## config.mk

```make
export PLATFORM = sky130hd
export DESIGN_NAME = matrix_window_streamer
export DESIGN_NICKNAME = d
export VERILOG_FILES = /design/src/rtl/matrix_window_streamer.sv
export SDC_FILE = /design/constraint.sdc
export NUM_CORES = 1
export LEC_CHECK = 0
export ABC_AREA = 1
export BUFFER_PORTS_ARGS = -buffer_cell sky130_fd_sc_hd__buf_2
export CORE_MARGIN = 5
export CORE_UTILIZATION = 25
export DETAILED_ROUTE_END_ITERATION = 8
export HOLD_SLACK_MARGIN = 0.12
export PLACE_DENSITY = 0.5
export RECOVER_POWER = 25
export SETUP_SLACK_MARGIN = 0.1
export SKIP_LAST_GASP = 1
export SYNTH_ARGS = -nofsm -noshare
export SYNTH_HDL_FRONTEND = slang
export SYNTH_SLANG_ARGS = --single-unit
```

## constraint.sdc

```tcl
create_clock -name clk -period 4.5 [get_ports clk]
set_input_delay 1.125 -clock clk [delete_from_list [all_inputs] [get_ports clk]]
set_output_delay 1.125 -clock clk [all_outputs]
set_load 0.05 [all_outputs]
```

## src/rtl/matrix_window_streamer.sv

```systemverilog
// Fetches a run of LANES-wide rows from parallel RAM lanes and streams OUT_NUM-wide sliding windows
// over valid/ready. Define MATRIX_WINDOW_ZERO_PAD_EN to also emit zero-padded windows past the row edge.
module matrix_window_streamer #(
  parameter int DATA_WIDTH  = 8,
  parameter int MEM_DEPTH   = 8,
  parameter int LANES       = 8,
  parameter int OUT_NUM     = 3,
  parameter int STRIDE      = 1,
  parameter int RAM_LATENCY = 2,
  parameter int ADDR_WIDTH  = $clog2(MEM_DEPTH)
) (
  input  logic                          clk,
  input  logic                          nrst,
  input  logic                          start,
  input  logic [ADDR_WIDTH-1:0]         base_addr,
  input  logic [ADDR_WIDTH:0]           row_count,
  output logic [LANES*ADDR_WIDTH-1:0]   addr_row_o,
  input  logic [LANES*DATA_WIDTH-1:0]   mem_row_i,
  output logic                          data_valid,
  input  logic                          data_ready,
  output logic [OUT_NUM*DATA_WIDTH-1:0] mem_row_o,
  output logic [$clog2(LANES):0]        win_idx,
  output logic                          last,
  output logic                          busy,
  output logic                          done
);

  localparam int FIFO_DEPTH = RAM_LATENCY + 1;
  localparam int PTR_W      = $clog2(FIFO_DEPTH);
  localparam int CNT_W      = $clog2(2 * FIFO_DEPTH + 1);
  localparam int POS_W      = $clog2(LANES) + 1;
`ifdef MATRIX_WINDOW_ZERO_PAD_EN
  localparam int NUM_WIN    = (LANES + STRIDE - 1) / STRIDE;
`else
  localparam int NUM_WIN    = (LANES - OUT_NUM) / STRIDE + 1;
`endif
  localparam int LAST_POS   = (NUM_WIN - 1) * STRIDE;

  localparam logic [POS_W-1:0]      POS_STEP = POS_W'(STRIDE);
  localparam logic [POS_W-1:0]      POS_LAST = POS_W'(LAST_POS);
  localparam logic [ADDR_WIDTH:0]   ROW_ONE  = (ADDR_WIDTH + 1)'(1);
  localparam logic [ADDR_WIDTH-1:0] ADDR_MAX = ADDR_WIDTH'(MEM_DEPTH - 1);
  localparam logic [PTR_W-1:0]      PTR_MAX  = PTR_W'(FIFO_DEPTH - 1);

  localparam logic [1:0] S_IDLE  = 2'd0;
  localparam logic [1:0] S_FETCH = 2'd1;
  localparam logic [1:0] S_DRAIN = 2'd2;

  function automatic logic [PTR_W-1:0] ptr_inc(input logic [PTR_W-1:0] p);
    return (p == PTR_MAX) ? '0 : p + PTR_W'(1);
  endfunction

  function automatic logic [ADDR_WIDTH-1:0] addr_inc(input logic [ADDR_WIDTH-1:0] a);
    return (a == ADDR_MAX) ? '0 : a + ADDR_WIDTH'(1);
  endfunction

  logic [1:0]                    r_state;
  logic                          r_busy;
  logic                          r_done;
  logic [ADDR_WIDTH:0]           r_rows;
  logic [ADDR_WIDTH:0]           r_issued;
  logic [ADDR_WIDTH-1:0]         r_addr;
  logic                          r_issue;
  logic [RAM_LATENCY-1:0]        r_vld_sr;
  logic [LANES*DATA_WIDTH-1:0]   r_fifo [FIFO_DEPTH];
  logic [PTR_W-1:0]              r_wr_ptr;
  logic [PTR_W-1:0]              r_rd_ptr;
  logic [CNT_W-1:0]              r_cnt;
  logic [POS_W-1:0]              r_pos;
  logic [ADDR_WIDTH:0]           r_popped;
  logic                          r_data_valid;
  logic [OUT_NUM*DATA_WIDTH-1:0] r_mem_row_o;
  logic [POS_W-1:0]              r_win_idx;
  logic                          r_last;

  logic                          w_push;
  logic                          w_hs;
  logic                          w_pop;
  logic [CNT_W-1:0]              w_inflight;
  logic                          w_sr_busy;
  logic [CNT_W-1:0]              w_cnt_nxt;
  logic                          w_credit;
  logic                          w_start_acc;
  logic                          w_issue;
  logic [PTR_W-1:0]              w_rd_ptr_nxt;
  logic [POS_W-1:0]              w_pos_nxt;
  logic [ADDR_WIDTH:0]           w_popped_nxt;
  logic [LANES*DATA_WIDTH-1:0]   w_head_nxt;
  logic                          w_valid_nxt;
  logic                          w_last_nxt;
  logic                          w_drain_done;
  logic [OUT_NUM*DATA_WIDTH-1:0] w_win_nxt;

  // Outstanding reads: the address on the bus plus every stage of the latency tracker.
  always_comb begin
    w_inflight = CNT_W'(r_issue);
    w_sr_busy  = r_issue;
    for (int i = 0; i < RAM_LATENCY; i++) begin
      w_inflight = w_inflight + CNT_W'(r_vld_sr[i]);
      w_sr_busy  = w_sr_busy | (r_vld_sr[i] & (i < RAM_LATENCY - 1));
    end
  end

  assign w_push       = r_vld_sr[RAM_LATENCY-1];
  assign w_hs         = r_data_valid & data_ready;
  assign w_pop        = w_hs & (r_pos == POS_LAST);
  assign w_cnt_nxt    = r_cnt + CNT_W'(w_push) - CNT_W'(w_pop);
  assign w_credit     = (w_inflight + r_cnt) < CNT_W'(FIFO_DEPTH);
  assign w_start_acc  = (r_state == S_IDLE) & ~r_busy & start;
  assign w_issue      = (w_start_acc & (row_count != '0)) | ((r_state == S_FETCH) & w_credit);
  assign w_rd_ptr_nxt = w_pop ? ptr_inc(r_rd_ptr) : r_rd_ptr;
  assign w_pos_nxt    = w_pop ? '0 : (w_hs ? r_pos + POS_STEP : r_pos);
  assign w_popped_nxt = w_pop ? r_popped + ROW_ONE : r_popped;
  // A row landing in an empty (or just-emptied) FIFO becomes the head immediately.
  assign w_head_nxt   = (w_push && (w_rd_ptr_nxt == r_wr_ptr)) ? mem_row_i : r_fifo[w_rd_ptr_nxt];
  assign w_valid_nxt  = (w_cnt_nxt != '0);
  assign w_last_nxt   = w_valid_nxt & (w_pos_nxt == POS_LAST) & (w_popped_nxt == r_rows - ROW_ONE);
  assign w_drain_done = (r_state == S_DRAIN) & (w_cnt_nxt == '0) & ~w_sr_busy;

  // Window selection from the next head row; lanes past the row edge read as zero.
  always_comb begin
    w_win_nxt = '0;
    for (int j = 0; j < OUT_NUM; j++) begin
      if (int'(w_pos_nxt) + j < LANES) begin
        w_win_nxt[j*DATA_WIDTH +: DATA_WIDTH] = w_head_nxt[(int'(w_pos_nxt) + j)*DATA_WIDTH +: DATA_WIDTH];
      end else begin
        w_win_nxt[j*DATA_WIDTH +: DATA_WIDTH] = '0;
      end
    end
  end

  // Control FSM; busy stays high through the done cycle so a coincident start is ignored.
  always_ff @(posedge clk or negedge nrst) begin
    if (!nrst) begin
      r_state  <= S_IDLE;
      r_busy   <= 1'b0;
      r_done   <= 1'b0;
      r_rows   <= '0;
      r_issued <= '0;
    end else begin
      case (r_state)
        S_IDLE: begin
          r_done <= 1'b0;
          if (r_busy) begin
            r_busy <= 1'b0;
          end else if (start) begin
            r_busy   <= 1'b1;
            r_rows   <= row_count;
            r_issued <= (row_count != '0) ? ROW_ONE : '0;
            r_state  <= (row_count > ROW_ONE) ? S_FETCH : S_DRAIN;
          end
        end
        S_FETCH: begin
          if (w_credit) begin
            r_issued <= r_issued + ROW_ONE;
            if (r_issued + ROW_ONE == r_rows) begin
              r_state <= S_DRAIN;
            end
          end
        end
        S_DRAIN: begin
          if (w_drain_done) begin
            r_done  <= 1'b1;
            r_state <= S_IDLE;
          end
        end
        default: r_state <= S_IDLE;
      endcase
    end
  end

  // Address issue with wrap past the last RAM entry, plus the read-latency tracker.
  always_ff @(posedge clk or negedge nrst) begin
    if (!nrst) begin
      r_addr   <= '0;
      r_issue  <= 1'b0;
      r_vld_sr <= '0;
    end else begin
      if (w_issue) begin
        r_addr <= w_start_acc ? base_addr : addr_inc(r_addr);
      end
      r_issue     <= w_issue;
      r_vld_sr[0] <= r_issue;
      for (int i = 1; i < RAM_LATENCY; i++) begin
        r_vld_sr[i] <= r_vld_sr[i-1];
      end
    end
  end

  // Row FIFO and window position within the head row.
  always_ff @(posedge clk or negedge nrst) begin
    if (!nrst) begin
      for (int i = 0; i < FIFO_DEPTH; i++) begin
        r_fifo[i] <= '0;
      end
      r_wr_ptr <= '0;
      r_rd_ptr <= '0;
      r_cnt    <= '0;
      r_pos    <= '0;
      r_popped <= '0;
    end else begin
      if (w_push) begin
        r_fifo[r_wr_ptr] <= mem_row_i;
        r_wr_ptr         <= ptr_inc(r_wr_ptr);
      end
      r_rd_ptr <= w_rd_ptr_nxt;
      r_cnt    <= w_cnt_nxt;
      r_pos    <= w_pos_nxt;
      r_popped <= w_start_acc ? '0 : w_popped_nxt;
    end
  end

  // Output registers load the next-cycle view, so they hold while stalled.
  always_ff @(posedge clk or negedge nrst) begin
    if (!nrst) begin
      r_data_valid <= 1'b0;
      r_mem_row_o  <= '0;
      r_win_idx    <= '0;
      r_last       <= 1'b0;
    end else begin
      r_data_valid <= w_valid_nxt;
      r_mem_row_o  <= w_valid_nxt ? w_win_nxt : '0;
      r_win_idx    <= w_valid_nxt ? w_pos_nxt : '0;
      r_last       <= w_last_nxt;
    end
  end

  assign addr_row_o = {LANES{r_addr}};
  assign data_valid = r_data_valid;
  assign mem_row_o  = r_mem_row_o;
  assign win_idx    = r_win_idx;
  assign last       = r_last;
  assign busy       = r_busy;
  assign done       = r_done;

endmodule
```

==> reports/metrics.yaml, run 1 <==
outcome: "finished with violations"
violations: "max-capacitance violations, max-slew violations"
worstPathArrival_ns: 3.91
synth_xor_area_share_pct: 0.792
p_sw_share_pct: 51.3
cp-start-kind: "input port"
wl_per_cell_um: 16.6
fp.dieH_um: 250
drive_above_1_share_pct: 10.9
crit_type: "in2reg"
synth_cell_types: 29
synth_edf_count: 0
critPathMaxFanout: 9
final.min_clock_period_ns: 3.41
yosys.area_share.adder_pct: 1.38
drt_iter0_markers: 1248
switchingPower_uw: 8000
fill_cells: 6167
max_stage_delay_ns: 0.37
met1_usage_pct: 21.7
seqPwrFrac_pct: 26.5
cap_violations: 2
grt_max_degree: 84
met2_usage_pct: 23.3
yosysTopAreaCellShare_pct: 44.4
peakVddDrop_mv: 0.577
final_cell_mix: "763 x nand2_1, 372 x nand3_1, 255 x dfrtp_1"
ys_top_cells_by_area: "dfrtp_1 44%, nand2_1 20%, nand3_1 13%, o21ai_0 7.3%, inv_1 4.5%"
min_path_type: "reg2reg"
crit_top_cell: "nand2_1"
first_global_vias: 12900
synth_ff_type: "dfrtp_1"
syn-num-nets: 2141
core_area_mm2: 0.0567
min_period_over_period_pct: 75.7
detail-route-antenna-nets: 0
clock_path_buffers: 3
hold_violations: 0
slew_violations: 117
netlist_instances: 2052
crit_required_ns: 5.00
n_antenna_cell: 0
dp_hpwl_um: 32600
clockRootBuffer: "clkbuf_16"
gp_congestion: 0.919
finalNetCount: 2179
yosys_warnings: 0
power.leakage_uw: 0.00872
power.density_mw_per_mm2: 941
h-tree-depth: 1
synth_compound_area_share_pct: 8.21
synth_top_family_by_area: "simple AND/OR/NAND/NOR gates"
grt_use_met3_pct: 2.50
cp-end-kind: "flop"
io_pins: 131
avgSynthCellArea_um2: 7.00
p_int_uw: 7600
fin_tns_setup_ns: 0
fmax_mhz: 294
drtPass1Iterations: 6
path_cells: "buf_2 -> nand2_1 -> nor2_2 -> nand2_1 -> inv_2 -> ha_1 -> inv_1 -> ha_1 -> fa_1 -> inv_1 -> xor2_1 -> inv_1 -> nand2_1 -> nand2_1 -> clkinv_1 -> nand2_1 -> nand2_2 -> nand2_1 -> inv_1 -> nand2_1 -> a21oi_1"
dieWidth_um: 250
cts_sinks: 255
clk_latency_ns: 0.58
dpl-instance-area_mm2: 0.0156
multi_input_area_mm2: 0.00662
skew_ns: 0.0217
grt_busiest_layer: "met2"
grt_pass1_wl_um: 75400
slowest_stage: "fa_1"
rows: 87
initial_core_util_pct: 25.3
via_per_inst: 4.67
final_common_cell: "nand2_1"
seq_area_mm2: 0.00638
synth.area.mux_share_pct: 0
syn_area_mm2: 0.0144
drt_wl_total_um: 47500
slew_headroom_pct: -51.3
cts_buffers: 30
ys_seq_area_share_pct: 44.4
post_cts_resized: 0
async_flop_share_pct: 100
dieArea_mm2: 0.0624
gr-usage-all-layers_pct: 14.9
clkSlewWorstSetupHoldPaths_ns: 0.06
holdBufCountCts: 0
path_buf_inv: 7
rsz0062_at_grt: "no"
cts_tree: "yes"
p_clk_share_pct: 16.4
postCtsSetupBuffers: 0
vias: 13400
overflow: 0
ys_seq_elements: 255
synth_simple_gate_area_share_pct: 35.3
io_buffers: 130
worstMarginPinSlew_ns: 2.27
setup_viol: 0
cp_top_family: "simple AND/OR/NAND/NOR gates"
synth_top_area_cell: "dfrtp_1"
area_growth_syn_to_layout_pct: 15.4
fin_area_mm2: 0.0166
drc: 0
grt_antenna_before_repair: 0
power.share.combinational_pct: 57.2
## cell usage after synthesis, drive strengths merged (4+ instances only)
| cell type | instances |
|---|---|
| nor2 | 51 |
| buf | 85 |
| o21ai | 210 |
| inv | 179 |
| ha | 11 |
| a21oi | 17 |
| nor3 | 4 |
| xor2 | 12 |
| nand3 | 376 |
| dfrtp | 255 |
| nand2 | 772 |
| clkbuf | 65 |
## power by group through the flow
stage | sequential [uW] | clock [uW] | combinational, uW
after CTS | 4130 | 2630 | 9010
after floorplan | 4340 | 0 | 6260
after global placement | 4120 | 0 | 8900
after detailed placement | 4160 | 0 | 8980
final | 4130 | 2550 | 8920
after global routing | 4270 | 2720 | 10100
## per-stage QoR
step	cells	hold WS, ns	util (%)	total power, uW	setup slack, ns
floorplan	2052	0.405	-	10600	1.05
global placement	2814	0.420	27.4	13000	0.600
detailed placement	2814	0.432	27.4	13100	0.522
CTS	2867	0.446	29.3	15800	1.13
global route	2867	0.468	29.2	17100	0.807
finish	2867	0.441	29.2	15600	1.09
## cell type report
class / instances / share of cell area, %
repair buffers: 156 / 5.58
multi-input cells: 1467 / 39.9
well taps: 756 / 5.71
inverters: 180 / 4.08
clock buffers: 44 / 5.46
clock inverters: 9 / 0.755
flip-flops and latches: 255 / 38.5
## final timing paths
| check | slack (ns) | start | end | cells after the start |
|---|---|---|---|---|
| min in group asynchronous | 0.48 | nrst | r_addr[0] | 1 |
| max reg2reg | 1.22 | r_pos[0] | mem_row_o[11] | 21 |
| max | 1.09 | data_ready | mem_row_o[11] | 21 |
| max in group asynchronous | 1.49 | nrst | r_fifo[29] | 2 |
| min | 0.44 | r_vld_sr[0] | r_vld_sr[1] | 0 |
| min reg2reg | 0.44 | r_vld_sr[0] | r_vld_sr[1] | 0 |
## registers in the layout (all words and copies together) (netlist names)
| name | cells |
|---|---|
| data_valid | 1 |
| r_vld_sr | 2 |
| r_addr | 3 |
| r_wr_ptr | 2 |
| r_rows | 4 |
| r_pos | 4 |
| r_issue | 1 |
| r_popped | 4 |
| busy | 1 |
| r_fifo | 192 |
| r_cnt | 3 |
| mem_row_o | 24 |
| win_idx | 4 |
| last | 1 |
| done | 1 |
| r_state | 2 |
| r_rd_ptr | 2 |
| r_issued | 4 |
## kinds of logic after synthesis
group	after synthesis
flops	255
xor+xnor	13
buf+inv	330
fa+ha+maj	14
simple gates	1207
compound gates	233
## metal layers
layer  share of wire (%)  wire [um]
met1                  47      22400
met2                  44      21100
met3                 6.3       3000
met4                 2.1        984
met5                   0          0
Note: power is estimated with default switching activity, not from simulation.
==> inputs of run 2 (changes only) <==
==> constraint.sdc (replaced) <==
create_clock -name clk -period 3.4 [get_ports clk]
set_input_delay 0.85 -clock clk [delete_from_list [all_inputs] [get_ports clk]]
set_output_delay 0.85 -clock clk [all_outputs]
set_load 0.05 [all_outputs]
==> run 2 against run 1 <==
Effect of this change: the flow still finishes with violations (max-capacitance violations, max-slew violations); critical path depth is the same; power rose by 35%; die area unchanged; design area increased by 1.8%; clock skew rose by 0.0099 ns; sequential cell count stayed put; clock power increased by 43%; critical endpoint is now mem_row_o[12]; highest routed layer is now met5.
==> reports/metrics.yaml, run 2 (synthesis gave the netlist of run 1 again) <==
outcome: "finished with violations"
violations: "max-capacitance violations, max-slew violations"
drt_iter0_markers: 1121
cts_sinks: 255
drc: 0
area_growth_syn_to_layout_pct: 17.4
worstPathArrival_ns: 3.43
postCtsSetupBuffers: 0
crit_required_ns: 3.88
instances_no_fill: 2886
timing.rr.start: "r_pos[0]"
cts_buffers: 34
fp.dieH_um: 250
critPathMaxFanout: 9
power_uw: 21100
rsz0062_at_grt: "no"
overflow: 0
largest_reg_flops: 192
first_global_vias: 13000
fmax_mhz: 339
worstMarginPinSlew_ns: 1.79
drive_above_1_share_pct: 11.7
min_path_type: "reg2reg"
io_pins: 131
hold_depth: 0
final_cell_mix: "763 x nand2_1, 372 x nand3_1, 255 x dfrtp_1"
n_antenna_cell: 0
finalNetCount: 2194
slew_headroom_pct: -19.2
grt_pass1_wl_um: 76100
post_cts_resized: 0
clockRootBuffer: "clkbuf_16"
setup_viol: 0
fin_tns_setup_ns: 0
drtPass1Iterations: 6
final_common_cell: "nand2_1"
io_buffers: 130
gr-usage-all-layers_pct: 15.1
rows: 87
hold_start: "r_vld_sr[0]"
cts_tree: "yes"
worst_slack_ns: 0.447
via_per_inst: 4.63
final.min_clock_period_ns: 2.95
clkSlewWorstSetupHoldPaths_ns: 0.06
hold_violations: 0
min_period_over_period_pct: 86.9
holdBufCountCts: 0
cp-end-kind: "flop"
dieWidth_um: 250
fin_hold_ws_ns: 0.454
peakVddDrop_mv: 0.607
grt_max_degree: 80
dp_slack_ns: 0.0426
clk_latency_ns: 0.56
core_area_mm2: 0.0567
vias: 13400
cp-start-kind: "flop"
gp_congestion: 0.871
wl_per_cell_um: 16.5
slew_violations: 61
reg2reg_slack_ns: 0.45
timing.rr.end: "mem_row_o[12]"
crit_type: "reg2reg"
drt_wl_total_um: 47700
initial_core_util_pct: 25.3
post-place-cells: 2825
dieArea_mm2: 0.0624
h-tree-depth: 2
holdPathEnd: "r_vld_sr[1]"
clock_path_buffers: 3
grt_antenna_before_repair: 3
power.density_mw_per_mm2: 1250
ff2ff_path_depth: 21
skew_ns: 0.0316
dp_hpwl_um: 32400
cap_violations: 1
power.leakage_uw: 0.00888
detail-route-antenna-nets: 0
top_register: "r_fifo"
run 2: cell type report:
type / count / area, um2
Clock buffer: 49 / 998
Clock inverter: 12 / 131
Fill cell: 6214 / 39800
Inverter: 180 / 676
Multi-Input combinational cell: 1467 / 6620
Sequential cell: 255 / 6380
Tap cell: 756 / 946
Timing Repair Buffer: 167 / 1120
run 2: through the flow:
| step | util [%] | cell area (um2) |
|---|---|---|
| global route | 29.7 | 16900 |
| floorplan | - | 14400 |
| detailed placement | 27.8 | 15700 |
| global placement | 27.8 | 15700 |
| CTS | 29.8 | 16900 |
| finish | 29.7 | 16900 |
run 2: worst max-delay path by stage:
| stage | start | endpoint | slack [ns] |
|---|---|---|---|
| floorplan | data_ready | mem_row_o[10] | 0.23 |
| global placement | data_ready | mem_row_o[9] | 0.08 |
| detailed placement | data_ready | mem_row_o[12] | 0.04 |
| CTS | r_pos[0] | mem_row_o[12] | 0.45 |
| global route | r_pos[1] | mem_row_o[12] | 0.11 |
| finish | r_pos[0] | mem_row_o[12] | 0.45 |
run 2: layer usage:
layer,wire [um],up-vias,track usage (%)
li1,-,6619,-
met2,21500,355,23.8
met4,847,4,3.23
met1,22700,6343,21.6
met5,27,-,0
met3,2560,47,2.95
run 2: power by group:
part	leakage, uW	switching (uW)	internal, uW
Clock	0.000560	1430	2200
Combinational	0.00518	8320	3660
Sequential	0.00313	940	4530
run 2: worst max-delay path, cell delays in order (launching register included):
cell and delay (ns):
dfrtp_1 0.40, ha_1 0.20, nand2_1 0.08, inv_2 0.04, nand2_1 0.09, inv_2 0.04
ha_1 0.26, inv_1 0.04, ha_1 0.19, fa_1 0.36, inv_1 0.07, xor2_1 0.19
inv_1 0.06, nand2_1 0.08, nand2_1 0.17, nor2_4 0.14, inv_2 0.08, nand2_2 0.12
nand2_1 0.06, inv_1 0.05, nand2_1 0.04, a21oi_1 0.13
